**src/rtl/hex_keypad_scanner.sv**
```systemverilog
// hex_keypad_scanner: scans a 4x4 active-low matrix keypad one column at a time,
// debounces presses and releases, pulses key_valid once per accepted press and
// keeps the last four accepted key codes as a four-digit entry register.
//
// Ports:
//   clk        system clock, rising edge
//   reset      asynchronous active-low reset
//   row_n      keypad rows, active-low, asynchronous to clk
//   clear      synchronous clear of hex3..hex0 (wins over a same-cycle key_valid)
//   col_n      column drive, active-low, exactly one bit low
//   key_valid  one-cycle pulse per accepted press
//   key_code   {row_idx, col_idx} of the last accepted press
//   key_held   high while the accepted key is still down (PRESSED or RELEASE)
//   hex3..hex0 entry register, hex0 is the newest digit
module hex_keypad_scanner #(
    parameter int unsigned SCAN_DIV = 16,
    parameter int unsigned DEBOUNCE = 4
) (
    input  logic       clk,
    input  logic       reset,
    input  logic [3:0] row_n,
    input  logic       clear,
    output logic [3:0] col_n,
    output logic       key_valid,
    output logic [3:0] key_code,
    output logic       key_held,
    output logic [3:0] hex3,
    output logic [3:0] hex2,
    output logic [3:0] hex1,
    output logic [3:0] hex0
);

    localparam int unsigned DIV_W = (SCAN_DIV > 1) ? $clog2(SCAN_DIV) : 1;
    localparam int unsigned CNT_W = $clog2(DEBOUNCE + 1);

    localparam logic [DIV_W-1:0] DIV_LAST = DIV_W'(SCAN_DIV - 1);
    localparam logic [CNT_W-1:0] CNT_ONE  = CNT_W'(1);
    localparam logic [CNT_W-1:0] CNT_TGT  = CNT_W'(DEBOUNCE);

    localparam logic [1:0] S_IDLE     = 2'd0;
    localparam logic [1:0] S_DEBOUNCE = 2'd1;
    localparam logic [1:0] S_PRESSED  = 2'd2;
    localparam logic [1:0] S_RELEASE  = 2'd3;

    // Lowest-numbered active row in a row pattern.
    function automatic logic [1:0] lowest_row(input logic [3:0] pat);
        logic [1:0] idx;
        if (pat[0])      idx = 2'd0;
        else if (pat[1]) idx = 2'd1;
        else if (pat[2]) idx = 2'd2;
        else             idx = 2'd3;
        return idx;
    endfunction

    // Active-low one-cold column drive for a column index.
    function automatic logic [3:0] col_drive(input logic [1:0] idx);
        logic [3:0] drv;
        case (idx)
            2'd0:    drv = 4'b1110;
            2'd1:    drv = 4'b1101;
            2'd2:    drv = 4'b1011;
            default: drv = 4'b0111;
        endcase
        return drv;
    endfunction

    logic [3:0]       sync1_q;
    logic [3:0]       rows_s_q;
    logic [DIV_W-1:0] div_q, div_d;
    logic [1:0]       state_q, state_d;
    logic [CNT_W-1:0] cnt_q, cnt_d;
    logic [3:0]       cap_q, cap_d;
    logic [1:0]       col_idx_q, col_idx_d;
    logic [3:0]       col_n_q, col_n_d;
    logic             key_valid_q, key_valid_d;
    logic [3:0]       key_code_q, key_code_d;
    logic             key_held_q, key_held_d;
    logic [3:0][3:0]  digits_q, digits_d;

    logic             sample_c;
    logic [3:0]       pattern_c;
    logic [CNT_W-1:0] cnt_inc_c;

    assign sample_c  = (div_q == DIV_LAST);
    assign pattern_c = ~rows_s_q;
    assign cnt_inc_c = cnt_q + CNT_ONE;

    // Two-flop synchroniser for the asynchronous row inputs.
    always_ff @(posedge clk or negedge reset) begin
        if (!reset) begin
            sync1_q  <= 4'b1111;
            rows_s_q <= 4'b1111;
        end else begin
            sync1_q  <= row_n;
            rows_s_q <= sync1_q;
        end
    end

    // Free-running slot divider; one row sample at the end of each slot.
    always_comb begin
        div_d = div_q + DIV_W'(1);
        if (sample_c) begin
            div_d = '0;
        end
    end

    // Scan / debounce state machine.
    always_comb begin
        state_d     = state_q;
        cnt_d       = cnt_q;
        cap_d       = cap_q;
        col_idx_d   = col_idx_q;
        key_valid_d = 1'b0;
        key_code_d  = key_code_q;

        case (state_q)
            S_IDLE: begin
                if (sample_c) begin
                    if (pattern_c == 4'b0000) begin
                        col_idx_d = col_idx_q + 2'd1;
                    end else begin
                        cap_d = pattern_c;
                        cnt_d = CNT_ONE;
                        if (CNT_ONE == CNT_TGT) begin
                            state_d     = S_PRESSED;
                            key_valid_d = 1'b1;
                            key_code_d  = {lowest_row(pattern_c), col_idx_q};
                        end else begin
                            state_d = S_DEBOUNCE;
                        end
                    end
                end
            end

            S_DEBOUNCE: begin
                if (sample_c) begin
                    if (pattern_c == cap_q) begin
                        cnt_d = cnt_inc_c;
                        if (cnt_inc_c == CNT_TGT) begin
                            state_d     = S_PRESSED;
                            key_valid_d = 1'b1;
                            key_code_d  = {lowest_row(cap_q), col_idx_q};
                        end
                    end else begin
                        // Bounce or a different pattern: abandon and move on.
                        state_d   = S_IDLE;
                        cnt_d     = '0;
                        col_idx_d = col_idx_q + 2'd1;
                    end
                end
            end

            S_PRESSED: begin
                // Pattern changes within the frozen column are ignored.
                if (sample_c && (pattern_c == 4'b0000)) begin
                    cnt_d = CNT_ONE;
                    if (CNT_ONE == CNT_TGT) begin
                        state_d   = S_IDLE;
                        cnt_d     = '0;
                        col_idx_d = col_idx_q + 2'd1;
                    end else begin
                        state_d = S_RELEASE;
                    end
                end
            end

            default: begin
                if (sample_c) begin
                    if (pattern_c == 4'b0000) begin
                        cnt_d = cnt_inc_c;
                        if (cnt_inc_c == CNT_TGT) begin
                            state_d   = S_IDLE;
                            cnt_d     = '0;
                            col_idx_d = col_idx_q + 2'd1;
                        end
                    end else begin
                        // Release bounce: still the same key, no new pulse.
                        state_d = S_PRESSED;
                    end
                end
            end
        endcase
    end

    // Registered output images of the next state.
    always_comb begin
        col_n_d    = col_drive(col_idx_d);
        key_held_d = (state_d == S_PRESSED) || (state_d == S_RELEASE);
    end

    // Entry register: clear beats a same-cycle key_valid.
    always_comb begin
        digits_d = digits_q;
        if (clear) begin
            digits_d = '0;
        end else if (key_valid_q) begin
            digits_d = {digits_q[2], digits_q[1], digits_q[0], key_code_q};
        end
    end

    always_ff @(posedge clk or negedge reset) begin
        if (!reset) begin
            div_q       <= '0;
            state_q     <= S_IDLE;
            cnt_q       <= '0;
            cap_q       <= 4'b0000;
            col_idx_q   <= 2'd0;
            col_n_q     <= 4'b1110;
            key_valid_q <= 1'b0;
            key_code_q  <= 4'h0;
            key_held_q  <= 1'b0;
            digits_q    <= '0;
        end else begin
            div_q       <= div_d;
            state_q     <= state_d;
            cnt_q       <= cnt_d;
            cap_q       <= cap_d;
            col_idx_q   <= col_idx_d;
            col_n_q     <= col_n_d;
            key_valid_q <= key_valid_d;
            key_code_q  <= key_code_d;
            key_held_q  <= key_held_d;
            digits_q    <= digits_d;
        end
    end

    assign col_n     = col_n_q;
    assign key_valid = key_valid_q;
    assign key_code  = key_code_q;
    assign key_held  = key_held_q;
    assign hex3      = digits_q[3];
    assign hex2      = digits_q[2];
    assign hex1      = digits_q[1];
    assign hex0      = digits_q[0];

endmodule

```
**config.mk**
```make
export PLATFORM = sky130hd
export DESIGN_NAME = hex_keypad_scanner
export DESIGN_NICKNAME = d
export VERILOG_FILES = /design/src/rtl/hex_keypad_scanner.sv
export SDC_FILE = /design/constraint.sdc
export NUM_CORES = 1
export LEC_CHECK = 0
export CAP_MARGIN = 30
export CORE_ASPECT_RATIO = 0.75
export CORE_MARGIN = 3
export CORE_UTILIZATION = 50
export DETAILED_ROUTE_END_ITERATION = 6
export DONT_BUFFER_PORTS = 1
export PLACE_DENSITY = 0.71
export SKIP_LAST_GASP = 1
export SYNTH_ARGS = -nofsm -noshare
export SYNTH_HDL_FRONTEND = slang
export SYNTH_SLANG_ARGS = --single-unit
```
**constraint.sdc**
```tcl
create_clock -name clk -period 2.51 [get_ports clk]
set_input_delay 0.502 -clock clk [delete_from_list [all_inputs] [get_ports clk]]
set_output_delay 0.502 -clock clk [all_outputs]
set_load 0.05 [all_outputs]
```
== Yosys cells after proc, flatten, opt, wreduce, memory -nomap -nowiden ==
Cells that the tools add are included.

* Register bits: 49
* Logic and storage cells: 82
* Bits of input ports: 7
* Output and inout bits: 26

* Reduce and logical (&&, ||, !) cells: 11
* Multiplexer cells: 38
* Bitwise gates (word level): 2
* $add $sub $neg: 3
* Eq/ne operators: 13

{| class="wikitable"
|+ Operators with widths
! operator !! number
|-
| 2-to-1 mux 2 bit || 18
|-
| 2-to-1 mux 16 bit || 2
|-
| 2-to-1 mux 3 bit || 8
|-
| case mux 2 bit (3 select lines) || 2
|-
| case mux 4 bit (3 select lines) || 1
|-
| case mux 3 bit (3 select lines) || 1
|-
| equality test 2 bit, second input constant || 4
|-
| != test 2 bit, second input constant || 4
|-
| AND reduction 6 bit || 1
|-
| 2-to-1 mux 1 bit || 5
|-
| adder 4 x 1 -> 4 bit, second input constant || 1
|-
| equality test 2 x 1 -> 1 bit, second input constant || 2
|-
| equality test 4 bit || 1
|-
| equality test 4 bit, second input constant || 1
|-
| logical NOT 2 bit || 2
|-
| logical NOT 4 bit || 1
|-
| 2-to-1 mux 4 bit || 1
|-
| inverter 4 bit || 1
|-
| AND reduction 4 bit || 1
|-
| nonzero test 2 bit || 2
|-
| nonzero test 4 bit || 1
|-
| adder 3 x 1 -> 3 bit, second input constant || 1
|-
| equality test 3 bit, second input constant || 1
|-
| AND reduction 3 bit || 1
|-
| other kinds (4) || 4
|}

== Logic depth before layout (Yosys ltp) ==
* Depth in word-level cells: 8
* Gate-level depth with buffers: 7
* Depth with buffers taken out: 7

== Worst setup path after synthesis ==
Ideal clock, no wire load.

* Kind: register to register
* Start point: register (tool-made name)
* End point: register col_idx_q[0]
* Slack: 0.639 ns
* Setup time: 0.119 ns
* Arrival: 1.752 ns
* Stages on the path, launching flop included: 6
* Data required time: 2.391 ns
* Path through: dfrtp_1 -> clkbuf_1 -> or2_2 -> a211o_1 -> o22a_2 -> and2_1

{| class="wikitable"
|+ RTL lines
! item !! line !! RTL
|-
| end signal, assigned || 218 || <nowiki>col_idx_q <= col_idx_d;</nowiki>
|-
| end, declared || 73 || <nowiki>logic [1:0] col_idx_q, col_idx_d;</nowiki>
|}

== Worst setup path in the final report ==
* Start point: register cnt_q[0]
* End point: register col_idx_q[0]

* Word-level cells in the longest chain between the ends: 6

{| class="wikitable"
|+ RTL lines
! item !! line !! RTL
|-
| start, declared || 71 || <nowiki>logic [CNT_W-1:0] cnt_q, cnt_d;</nowiki>
|-
| start signal, assigned || 216 || <nowiki>cnt_q <= cnt_d;</nowiki>
|-
| adder 3 x 1 -> 3 bit || 86 || <nowiki>assign cnt_inc_c = cnt_q + CNT_ONE;</nowiki>
|-
| equality test 3 bit || 171 || <nowiki>if (cnt_inc_c == CNT_TGT) begin</nowiki>
|-
| 2-to-1 mux 2 bit || 171 ||
|-
| 2-to-1 mux 2 bit || 169 || <nowiki>if (pattern_c == 4'b0000) begin</nowiki>
|-
| 2-to-1 mux 2 bit || 168 || <nowiki>if (sample_c) begin</nowiki>
|-
| case mux 2 bit (3 select lines) || 116 || <nowiki>case (state_q)</nowiki>
|-
| net col_idx_d[0] || 73 ||
|}

The timed path passes the listed nets, and every way through them passes these cells.
A chain may end at the register's enable or synchronous reset.

==> metrics.cfg <==
[outcome]
status=finished clean

[critical_path]
worstPathArrival_ns=2.12
r2r-end=col_idx_q[0]$_DFF_PN0_
cp_max_fo=6
crit_type=reg2reg
r2r_slack_ns=0.59
endpoint_kind=flop
reg2reg_depth=6
cp.required_ns=2.70
setup.worst_path.end=col_idx_q[0]$_DFF_PN0_
cp-start-kind=flop
critPathLaunch=cnt_q[0]$_DFFE_PN0P_
timing.rr.start=cnt_q[0]$_DFFE_PN0P_

[layout]
diodes=0
layout.nets=191
stdcell_count=233
area_growth_pct=8.12
design_area_um2=2250
multi_input_area_um2=800
final_common_cell=dfrtp_1
fillers=302
seqCellArea_um2=1210
drive_gt1_frac=0.171
layout_common_cells=37 x dfrtp_1, 24 x nor2_1, 18 x mux2i_1, 11 x a21oi_1, 11 x dfstp_2

[global_routing]
grt_max_degree=38
grt_pass1_wl_um=6130
antenna_found_initial=0
grt_pass1_vias=1296
grt_use_total=0.164
grt_overflow=0

[sta]
period_share=0.766
finalHoldViolations=0
clock.fmax_mhz=520
setup_viol=0
finClkSkew_ns=0.00739
setup_tns_ns=0
rsz0062_at_grt=no
worst_pin_slew_ns=0.675
finalMaxSlewViolations=0
max_slew_margin=0.550
fin_crit_ns=1.92

[synth]
synth_top_area_frac=0.445
synth_warnings=0
synth_top_family_by_area=simple AND/OR/NAND/NOR gates
synthesis.nets=190
synthAdderAreaFrac=0.0241
synth_area_leaders=dfrtp_1 45%, dfstp_2 14%, mux2i_1 8.7%, nor2_1 4.3%, a21oi_1 2.6%
ys_types=36
ys_seq_elements=48
synthMuxAreaShare=0.108
synthXorXnorAreaFrac=0.0253
synth_simple_gate_area_frac=0.133
ys_seq_area_frac=0.584
synth_top_area_cell=dfrtp_1
syn_area_um2=2080
avgSynthCellArea_um2=11.6
syn_inst=179
synth_compound_area_frac=0.0939

[drt]
vias=1316
drt_pass1_iterations=4
drt_wl_total_um=3550
ant_nets=0
drt_first_iter_violations=92
vias_per_cell=5.65
avgRoutedWirePerCell_um=15.2
drcViolationCount=0

[cts]
htreeDepth=2
tritoncts=built
clockRootBuffer=clkbuf_8
clk_latency_ns=0.29
cts_buffers=5
clockBufferDepth=2
cts_sinks=48
clk_pin_slew_ns=0.08

[die]
die_h_um=61.9
start_util=0.543
core_region_area_um2=3830
die_w_um=80.5
row_count=19
ios=33
die_area_um2=4980

[power_and_ir_drop]
power_density_nw_per_um2=666
leakagePower_uw=0.000935
ir_drop_v=0.000368

[placement]
io_buffers=0
routabilityCongestion=0.805
place_area_um2=2130
dp.cells=224
detailedPlacementHpwl_um=2480

[flow_run]
maxCapViolations=0

[worst_hold_path]
hold_class=in2async

sequential cells by signal, summed over array words and instances, names as in the netlist, named ones only:
signal	count
cnt_q	3
rows_s_q	4
div_q	4
hex1	4
key_valid	1
hex0	4
col_idx_q	2
hex2	4
hex3	4
cap_q	4
col_n	4
sync1_q	4
key_code	4
synth_stat cells, drive strengths merged:
cell and instances:
xnor2 5, mux2i 18, nor2 24, nand4 3, and4b 1, and2 2
a211oi 1, mux2 4, o2bb2ai 4, o21ai 6, a31oi 1, nand3b 2
nand3 6, a22oi 1, a21oi 11, a221oi 1, dfstp 11, nor3 1
ha 4, inv 7, and3 2, buf 3, nor2b 1, o211ai 1
o22a 1, clkbuf 7, xor2 1, nand2b 2, dfrtp 37, nor4 1
o22ai 3, a211o 1, or2 2, nand2 4
routing by layer:
metal | vias up | share of wire | global-route usage
li1 | 625 | - | -
met1 | 647 | 0.46 | 0.208
met2 | 37 | 0.46 | 0.267
met3 | 7 | 0.064 | 0.0519
met4 | 0 | 0.012 | 0.0675
met5 | - | 0 | 0
cell families (layout without fill, tap and decap cells):
logic type      Yosys count  in the layout
simple gates             51             51
fa+ha+maj                 4              4
flops                    48             48
mux                      22             22
xor+xnor                  6              6
buf+inv                  17             19
compound gates           31             31
area by class of cell:
cell class / count / area share
multi-input combinational: 114 / 0.356
sequential: 48 / 0.540
clock buffer: 8 / 0.0445
tap: 52 / 0.0289
inverter: 7 / 0.0117
timing repair buffer: 4 / 0.0189
worst min-delay path by stage:
stage                from                    endpoint  slack [ns]
CTS                 reset          col_n[1]$_DFF_PN1_        0.03
floorplan           reset  asynchronous set/reset pin        0.21
finish              reset         hex3[0]$_DFFE_PN0P_        0.03
global placement    reset         hex3[0]$_DFFE_PN0P_        0.21
detailed placement  reset         hex3[1]$_DFFE_PN0P_        0.21
global route        reset          col_n[1]$_DFF_PN1_        0.02
worst max-delay path, stage by stage (launching register included):
cell	delay, ns
dfrtp_1	0.43
ha_1	0.20
ha_1	0.31
nand3_1	0.14
a211o_1	0.35
o22a_2	0.26
and2_1	0.14
timing repair:
action / CTS / global route
resized for setup: 0 / 0
setup buffers: 0 / 0
endpoints found under the hold margin: 37 / 0
hold buffers: 1 / 0
report_power, final:
| part | internal [µW] | total [µW] | switching, µW | leakage [µW] |
|---|---|---|---|---|
| clock | 251 | 485 | 234 | 0.0000515 |
| combinational | 47.2 | 101 | 53.4 | 0.000280 |
| sequential | 824 | 911 | 86.9 | 0.000603 |
| total | 1120 | 1500 | 374 | 0.000935 |
stage by stage:
step	hold slack (ns)	util	setup slack [ns]	total power [µW]
6_report	0.0327	0.587	0.588	1500
2_1_floorplan	0.206	-	0.639	996
5_1_grt	0.0175	0.587	0.454	1570
3_3_place_gp	0.207	0.556	0.658	1010
4_1_cts	0.0264	0.587	0.611	1520
3_5_place_dp	0.208	0.556	0.618	1010
Note: power is estimated with default switching activity, not from simulation.
